==> src/rtl/ef_adc_pkg.sv <==
// Shared ADC constants and sample type.
// Used by the ADC controller, its bus wrapper and the averaging stage.
package ef_adc_pkg;
    localparam int DW       = 8;
    localparam int MAX_LOG2 = 7;
    localparam int CHW      = 3;
    localparam int LOGW     = 3;
    localparam int ACCW     = DW + MAX_LOG2;

    typedef struct packed {
        logic [DW-1:0]  data;
        logic [CHW-1:0] ch;
    } adc_sample_t;

    // Oversampling exponents above MAX_LOG2 are clamped to MAX_LOG2.
    function automatic logic [LOGW-1:0] sat_log2(input logic [LOGW-1:0] l);
        return (int'(l) > MAX_LOG2) ? LOGW'(MAX_LOG2) : l;
    endfunction
endpackage

==> src/rtl/ef_adc_avg_acc_bank.sv <==
// Per-channel accumulator/counter register file with one read-modify-write port.
// done/result are combinational in the cycle of the completing sample.
module ef_adc_avg_acc_bank
    import ef_adc_pkg::*;
#(
    parameter int NCH = 8
) (
    input  logic             HCLK,
    input  logic             HRESETn,
    input  logic             i_en,
    input  logic             i_clr,
    input  logic             i_vld,
    input  adc_sample_t      i_smp,
    input  logic [LOGW-1:0]  i_log2,
    output logic             o_done,
    output logic [DW-1:0]    o_result,
    output logic [CHW-1:0]   o_ch
);
    logic [NCH-1:0][ACCW-1:0]     r_acc;
    logic [NCH-1:0][MAX_LOG2-1:0] r_cnt;

    logic                w_ch_ok;
    logic                w_hit;
    logic [ACCW-1:0]     w_sum;
    logic [MAX_LOG2:0]   w_n;
    logic [MAX_LOG2-1:0] w_nm1;

    generate
        if (NCH >= (1 << CHW)) begin : g_full_tag
            assign w_ch_ok = 1'b1;
        end else begin : g_part_tag
            assign w_ch_ok = (32'(i_smp.ch) < NCH);
        end
    endgenerate

    assign w_hit    = i_vld & w_ch_ok;
    assign w_sum    = r_acc[i_smp.ch] + ACCW'(i_smp.data);
    assign w_n      = (MAX_LOG2+1)'(1) << i_log2;
    assign w_nm1    = MAX_LOG2'(w_n - 1'b1);
    // ">=" lets a counter left high by an exponent change finish on its next sample.
    assign o_done   = w_hit & (r_cnt[i_smp.ch] >= w_nm1);
    assign o_result = DW'(w_sum >> i_log2);
    assign o_ch     = i_smp.ch;

    always_ff @(posedge HCLK or negedge HRESETn) begin
        if (!HRESETn) begin
            r_acc <= '0;
            r_cnt <= '0;
        end else if (!i_en || i_clr) begin
            r_acc <= '0;
            r_cnt <= '0;
        end else if (w_hit) begin
            if (o_done) begin
                r_acc[i_smp.ch] <= '0;
                r_cnt[i_smp.ch] <= '0;
            end else begin
                r_acc[i_smp.ch] <= w_sum;
                r_cnt[i_smp.ch] <= r_cnt[i_smp.ch] + 1'b1;
            end
        end
    end
endmodule

==> src/rtl/ef_adc_avg_win.sv <==
// ADC oversampling averager with a single-entry output holding register,
// valid/ready drain and window-comparator event pulses.
module ef_adc_avg_win
    import ef_adc_pkg::*;
#(
    parameter int NCH = 8
) (
    input  logic             HCLK,
    input  logic             HRESETn,
    input  logic             en,
    input  logic             clr,
    input  logic [LOGW-1:0]  avg_log2,
    input  logic [DW-1:0]    low_th,
    input  logic [DW-1:0]    high_th,
    input  logic             s_valid,
    input  logic [DW-1:0]    s_data,
    input  logic [CHW-1:0]   s_ch,
    output logic             m_valid,
    input  logic             m_ready,
    output logic [DW-1:0]    m_data,
    output logic [CHW-1:0]   m_ch,
    output logic             below,
    output logic             above,
    output logic             ovf
);
    adc_sample_t     w_smp;
    logic            w_vld;
    logic            w_done;
    logic [DW-1:0]   w_result;
    logic [CHW-1:0]  w_res_ch;
    logic            w_full;

    logic            r_m_valid;
    logic [DW-1:0]   r_m_data;
    logic [CHW-1:0]  r_m_ch;
    logic            r_below;
    logic            r_above;
    logic            r_ovf;

    assign w_smp.data = s_data;
    assign w_smp.ch   = s_ch;
    assign w_vld      = s_valid & en & ~clr;
    assign w_full     = r_m_valid & ~m_ready;

    ef_adc_avg_acc_bank #(.NCH(NCH)) u_bank (
        .HCLK     (HCLK),
        .HRESETn  (HRESETn),
        .i_en     (en),
        .i_clr    (clr),
        .i_vld    (w_vld),
        .i_smp    (w_smp),
        .i_log2   (sat_log2(avg_log2)),
        .o_done   (w_done),
        .o_result (w_result),
        .o_ch     (w_res_ch)
    );

    always_ff @(posedge HCLK or negedge HRESETn) begin
        if (!HRESETn) begin
            r_m_valid <= 1'b0;
            r_m_data  <= '0;
            r_m_ch    <= '0;
            r_below   <= 1'b0;
            r_above   <= 1'b0;
            r_ovf     <= 1'b0;
        end else begin
            r_below <= 1'b0;
            r_above <= 1'b0;
            r_ovf   <= 1'b0;
            if (w_done && w_full) begin
                // Holding register busy: the new result is lost, only ovf reports it.
                r_ovf <= 1'b1;
            end else if (w_done) begin
                r_m_valid <= 1'b1;
                r_m_data  <= w_result;
                r_m_ch    <= w_res_ch;
                r_below   <= (w_result < low_th);
                r_above   <= (w_result > high_th);
            end else if (m_ready) begin
                r_m_valid <= 1'b0;
            end
        end
    end

    assign m_valid = r_m_valid;
    assign m_data  = r_m_data;
    assign m_ch    = r_m_ch;
    assign below   = r_below;
    assign above   = r_above;
    assign ovf     = r_ovf;
endmodule

==> config.mk <==
export PLATFORM = sky130hd
export DESIGN_NAME = ef_adc_avg_win
export DESIGN_NICKNAME = d
export VERILOG_FILES = /design/src/rtl/ef_adc_pkg.sv /design/src/rtl/ef_adc_avg_acc_bank.sv /design/src/rtl/ef_adc_avg_win.sv
export SDC_FILE = /design/constraint.sdc
export NUM_CORES = 1
export LEC_CHECK = 0
export CORE_UTILIZATION = 55
export CTS_CLUSTER_DIAMETER = 150
export DETAILED_ROUTE_END_ITERATION = 12
export PLACE_DENSITY = 0.84
export SYNTH_ARGS = -nofsm -noshare
export SYNTH_HDL_FRONTEND = slang
export SYNTH_SLANG_ARGS = --single-unit
==> constraint.sdc <==
create_clock -name HCLK -period 4.4 [get_ports HCLK]
set_input_delay 0.66 -clock HCLK [delete_from_list [all_inputs] [get_ports HCLK]]
set_output_delay 0.66 -clock HCLK [all_outputs]
set_load 0.02 [all_outputs]
==> run metrics, run 1 <==
status=finished, violations left; failing checks=setup timing; most frequent cells in the layout=dfrtp_1, buf_4, nand2_1, o21ai_0, a22o_1; Post-Synthesis Cells=1036; Slew HR=33.0%; area leader, netlist=dfrtp_1; maximum vdd drop=0.000290 V; Area contributors post-synth=dfrtp_1, a22o_1, nand2_1, o21ai_0, ha_1; TritonCTS Buffers=17; WL met3=3870 um; ys flop type=dfrtp_1; crit-path max FO=10; DR iter-0 viols=1147; post-DR wirelength/cell=24.1 um; final critical-path required period=4.41 ns; Routed met1 length=13500 um; RD Place Congestion=0.941; TritonCTS clock tree=built; largest net degree at the start of global routing=106; H-tree levels=4; max frequency=227 MHz; layout cells sized above 1=26.9%; crit path max-delay cell type=mux4_2; sequential area share after synthesis=45.5%; grt ovf=0; Ys Warns=0; Placed Cells incl. Taps=1420; Core Rows=50; number of max-cap violations=0; clk_lat worst skew=0.44 ns; Mapped Nets=1105; RSZ-0062 raised after global routing=true; DRC Markers=0; crit path kind=input pin to flop; vias per cell=6.68; CP Cell Sequence=buf_12 -> buf_12 -> mux2i_4 -> nor2_1 -> a21oi_1 -> nor2_1 -> a211oi_2 -> inv_1 -> ha_4 -> a211oi_4 -> o21bai_1 -> a21oi_2 -> xnor2_2 -> buf_4 -> mux4_2 -> nand2_1 -> o21ai_2 -> ha_1 -> a21o_1 -> a21oi_2 -> nor2b_1 -> o21ai_1 -> nand3_1 -> a31oi_1; uppermost layer routed=met4; most common cell after layout, fill and taps aside=dfrtp_1; synthesis-to-layout area growth=26.7%; Place WS=-1.03 ns; Seq cells post-synth=191; diode count=0; die span in y=140 um; Post-DRT Antenna Nets=0; post-synth design cell area=10500 um2; die area=19700 um2; number of enable flip-flop cells after synthesis=0; PortBufs=50; Final Instance Count excl. Fillers=1462; syn avg cell area=10.1 um2; Worst EP required=4.75 ns; via count=9763; reg-to-reg slack, setup=0.08 ns; first-pass GRT wire length=54500 um; Tcrit/Tclk final=100%; WL final=35200 um; CTS Buffer Depth=2; num ports=51; Power Total=4.35 mW; final setup violation count=1; Synth cell types=86; final net count=1284; initial antenna violation count=0; Crit path buffers/inverters=4; total track usage=37.0%; vias in the first global route=9577; Final Hold Fails=0; CTS Hold Bufs=0; top cell type's share of synthesized area=45.5%; core area=18700 um2; DPL Wire Length=24100 um; Clock Skews=0.0127 ns; Clock transition at path regs=0.07 ns; CP top delay family=compound AO/OA/AOI/OAI gates; Largest stage delay, worst path=0.49 ns; P per Cell Area=327 nW/um2; CTS sink cnt=191; FFs w/ async S/R, synth=100%; worst slew pin tran=1.00 ns; Initial Utilization=56.2%; Startpoint Class=input pin; clock root buffer=clkbuf_16; crit end category=flop; Max Slew Vio Count=0; P_leak=6.17 nW; worst setup margin=-0.0143 ns; 1st-pass router iterations=9; worst endpoint data arrival time=4.77 ns; HP Class=input pin to asynchronous set/reset pin; Die W=140 um; met2 wire length=16000 um
[repair_timing]
action	4_1_cts	5_1_grt
buffers inserted	2	8
pin swaps	6	30
gates resized for setup	14	36
hold endpoints to repair	0	0
endpoints found under the setup margin	3	2
[cell families (layout without fill, tap and decap cells)]
family	count (synthesis)	count (layout)	share of synthesized area (%)
DFF	191	191	45.5
buffers and inverters	92	284	3.93
and+or+nand+nor	311	311	13.5
adders and majority gates	33	33	4.00
AOI/OAI and AO/OA	317	317	21.5
muxes	71	71	9.11
xor gates and xnor gates	21	21	2.47
[synthesized netlist by cell type (all sizes together) (7+ instances only)]
cell,count
nand3,28
inv,29
o221ai,8
nand2,144
a21oi,48
buf,21
ha,32
o21ai,96
nand2b,10
mux2i,28
clkbuf,42
and2,7
nor2b,11
nor2,71
or2,7
a32o,10
o22ai,9
a22o,77
a221oi,14
xnor2,15
a22oi,10
nor3,13
dfrtp,191
mux4,15
mux2,28
[area by class of cell]
class                      count  area, um2
clock buffer                  18        439
fill                        1227       5400
clock inverter                14        146
inverter                      29        111
tap                          234        293
sequential                   191       4780
timing repair buffer         223       1950
multi-input combinational    753       5590
[power breakdown]
group / switching [mW] / internal, mW
Sequential: 0.0290 / 1.81
Combinational: 0.540 / 0.415
Clock: 0.737 / 0.817
[metal layers]
| metal | vias to the layer above | global-route usage (%) |
|---|---|---|
| li1 | 4144 | - |
| met1 | 4768 | 48.6 |
| met2 | 691 | 56.3 |
| met3 | 160 | 10.0 |
| met4 | 0 | 19.5 |
| met5 | - | 0 |
[state kept, by name, summed over array words and instances (netlist names)]
signal / cells
u_bank.r_acc: 120
u_bank.r_cnt: 56
m_data: 8
m_ch: 3
above: 1
below: 1
m_valid: 1
ovf: 1
[per-stage QoR]
stage	cell area, um2	setup TNS (ns)	hold slack (ns)	util [%]
floorplan	10700	-1.19	0.364	-
global placement	12400	-4.70	0.458	66.5
detailed placement	12400	-10.55	0.465	66.5
CTS	13100	0	0.359	69.9
global route	13300	-0.286	0.386	71.2
finish	13300	-0.0143	0.314	71.2
[worst paths after layout]
kind	start	end	cells past startpoint
hold / removal	HRESETn	above$_DFF_PN0_	1
setup / recovery	s_ch[1]	below$_DFF_PN0_	24
setup reg to reg	u_bank.r_acc[47]$_DFFE_PN0P_	below$_DFF_PN0_	19
min in group HCLK	m_ch[2]$_DFFE_PN0P_	m_ch[2]$_DFFE_PN0P_	2
max in group asynchronous	HRESETn	u_bank.r_acc[63]$_DFFE_PN0P_	2
hold reg to reg	m_ch[2]$_DFFE_PN0P_	m_ch[2]$_DFFE_PN0P_	2
Note: power is estimated with default switching activity, not from simulation.
==> run 2: changes to the inputs <==
- CORE_MARGIN: default -> 2
==> run 2 against run 1 <==
Routed wire length up 5.6%. Sequential power hardly changed. Utilization up 1.8 points. Design area is 2.6% higher. Final cell count increased by 1.2%. Fmax down 1.4%. Clock-buffer cell count is 1 lower. Critical path depth fell by 1. The flow still finishes with violations (setup timing). First-iteration DRC count grew 44%. Non-clock buffer count grew 18. Register-to-register slack hardly changed. Die area is 2.9% higher.
==> run metrics, run 2 (synthesis results as in run 1) <==
most frequent cells in the layout=dfrtp_1, buf_4, nand2_1, o21ai_0, a22o_1; final net count=1302 (+1.4%); Max Slew Vio Count=0 (unchanged); Placed Cells incl. Taps=1430 (+0.70%); Core Rows=50 (unchanged); Clock Skews=0.0146 ns (+0.00192 ns); Worst EP required=4.78 ns (+0.03 ns); Flop pwr share=41.1% (-1.2 points); Post-DRT Antenna Nets=0 (unchanged); Fill cells=1143 (-6.8%); TritonCTS Buffers=17 (unchanged); Largest stage delay, worst path=0.32 ns (-0.17 ns); worst slew pin tran=1.04 ns (+0.0405 ns); failing checks=setup timing; clock root buffer=clkbuf_16; num ports=51 (unchanged); CTS sink cnt=191 (unchanged); DR iter-0 viols=1650 (+44%); synthesis-to-layout area growth=30.0%; DPL Wire Length=24100 um (about the same); PortBufs=50 (unchanged); clk_lat worst skew=0.45 ns (about the same); final setup violation count=2 (+1); TritonCTS clock tree=built; die area=20200 um2 (+2.9%); worst setup margin=-0.0761 ns (-0.0617 ns); worst endpoint data arrival time=4.85 ns (+0.08 ns); largest net degree at the start of global routing=127 (+20%); crit end category=flop; max FFs per register=120 (unchanged); total track usage=35.6% (-1.3 points); DRC Markers=0 (unchanged); Tcrit/Tclk final=102% (+1.4 points); Multi-input gate area=5770 um2 (+3.3%); CTS Hold Bufs=0 (unchanged); Die W=142 um (+1.4%); WL final=37200 um (+5.6%); layout cells sized above 1=30.0% (+3.1 points); Final Hold Fails=0 (unchanged); P per Cell Area=328 nW/um2 (+0.45%); Clock transition at path regs=0.08 ns (about the same); Place WS=-0.956 ns (+0.0728 ns); die span in y=142 um (+1.4%); P_leak=6.30 nW (+2.1%); Psw=1.40 mW (+7.2%); post-DR wirelength/cell=25.1 um (+4.3%); CP Cell Sequence=buf_16 -> buf_8 -> buf_4 -> mux2_4 -> a221oi_2 -> o22ai_2 -> ha_2 -> buf_4 -> a211oi_4 -> o21bai_1 -> a21oi_2 -> xnor2_2 -> mux2i_1 -> mux2_4 -> o21ai_4 -> ha_4 -> a21o_1 -> a21o_1 -> a21oi_1 -> nor2b_1 -> o21ai_1 -> nand3_1 -> a31oi_1; Startpoint Class=input pin; reg-to-reg slack, setup=0.08 ns (about the same); core area=18700 um2 (unchanged); Biggest register=u_bank.r_acc; Seq. cell area=4780 um2 (unchanged); grt ovf=0 (unchanged); RD Place Congestion=0.957 (+1.8%); number of max-cap violations=0 (unchanged); via count=10200 (+5.0%); initial antenna violation count=0 (unchanged); HP Class=input pin to asynchronous set/reset pin; first-pass GRT wire length=54300 um (-0.45%); Slew HR=30.6% (-2.5 points); diode count=0 (unchanged); crit path max-delay cell type=a211oi_4; max frequency=223 MHz (-1.4%); crit-path max FO=8 (-2); Comb power frac=22.8% (+0.8 points); total internal power=3.08 mW (+1.2%); placed inst area=12500 um2 (+0.50%); most common cell after layout, fill and taps aside=dfrtp_1; vias per cell=6.92 (+3.7%); maximum vdd drop=0.000269 V (-7.3%); Setup TNS=-0.0777 ns (-0.0633 ns); final critical-path required period=4.48 ns (+0.0617 ns); CTS Buffer Depth=2 (unchanged); Initial Utilization=56.2% (unchanged); 1st-pass router iterations=8 (-1); clock share of power=36.1% (+0.3 points); status=finished, violations left; switch share=31.3% (+1.2 points); crit path kind=input pin to flop; Final Instance Area=13700 um2 (+2.6%); H-tree levels=4 (unchanged); Final Instance Count excl. Fillers=1480 (+1.2%); vias in the first global route=9765 (+2.0%); Power Total=4.48 mW (+3.0%)
==> run 2: power by group through the flow <==
stage	registers (mW)	clock network (mW)	logic, mW
after global routing	1.84	1.69	1.07
after global placement	1.87	0	0.866
final	1.84	1.62	1.02
after detailed placement	1.87	0	0.890
after floorplan	1.92	0	0.412
after CTS	1.84	1.62	0.910
==> run 2: final cells by class <==
| cell class | count | share of cell area [%] |
|---|---|---|
| multi-input cells | 753 | 42.3 |
| inverters | 29 | 0.816 |
| clock buffers | 17 | 3.12 |
| clock inverters | 15 | 1.42 |
| flip-flops and latches | 191 | 35.0 |
| repair buffers | 241 | 15.2 |
| well taps | 234 | 2.14 |
==> run 2: per-layer routing <==
metal | up-vias | wire (um) | global-route usage, %
met3 | 269 | 4670 | 9.72
met5 | - | 0 | 0
met1 | 4931 | 13200 | 45.8
li1 | 4177 | - | -
met2 | 871 | 16800 | 54.9
met4 | 0 | 2500 | 19.7
==> run 2: stage by stage <==
step	util, %	hold slack, ns
global placement	66.8	0.454
floorplan	-	0.364
CTS	70.6	0.430
detailed placement	66.8	0.465
global route	73.0	0.458
finish	73.0	0.360
==> run 2: path summary, 6_finish.rpt <==
kind,from,endpoint,cells past startpoint
setup / recovery,s_ch[1],below$_DFF_PN0_,23
hold / removal,HRESETn,u_bank.r_cnt[43]$_DFFE_PN0P_,1
setup reg to reg,u_bank.r_acc[46]$_DFFE_PN0P_,below$_DFF_PN0_,23
hold reg to reg,u_bank.r_cnt[50]$_DFFE_PN0P_,u_bank.r_cnt[50]$_DFFE_PN0P_,2
max in group asynchronous,HRESETn,u_bank.r_acc[20]$_DFFE_PN0P_,2
min in group HCLK,u_bank.r_cnt[50]$_DFFE_PN0P_,u_bank.r_cnt[50]$_DFFE_PN0P_,2
==> run 2: what timing repair did <==
item / CTS / global route
resized for setup: 18 / 71
pin swaps: 9 / 52
cloned: 0 / 0
buffers inserted: 4 / 16
setup endpoints to repair: 3 / 2
==> run 2: worst max-delay path: cells and delay by family <==
family	cells	cell delay [ns]
compound gates	11	2.07
xor+xnor	1	0.19
fa+ha+maj	2	0.44
buf+inv	4	0.54
mux	3	0.79
simple gates	2	0.15
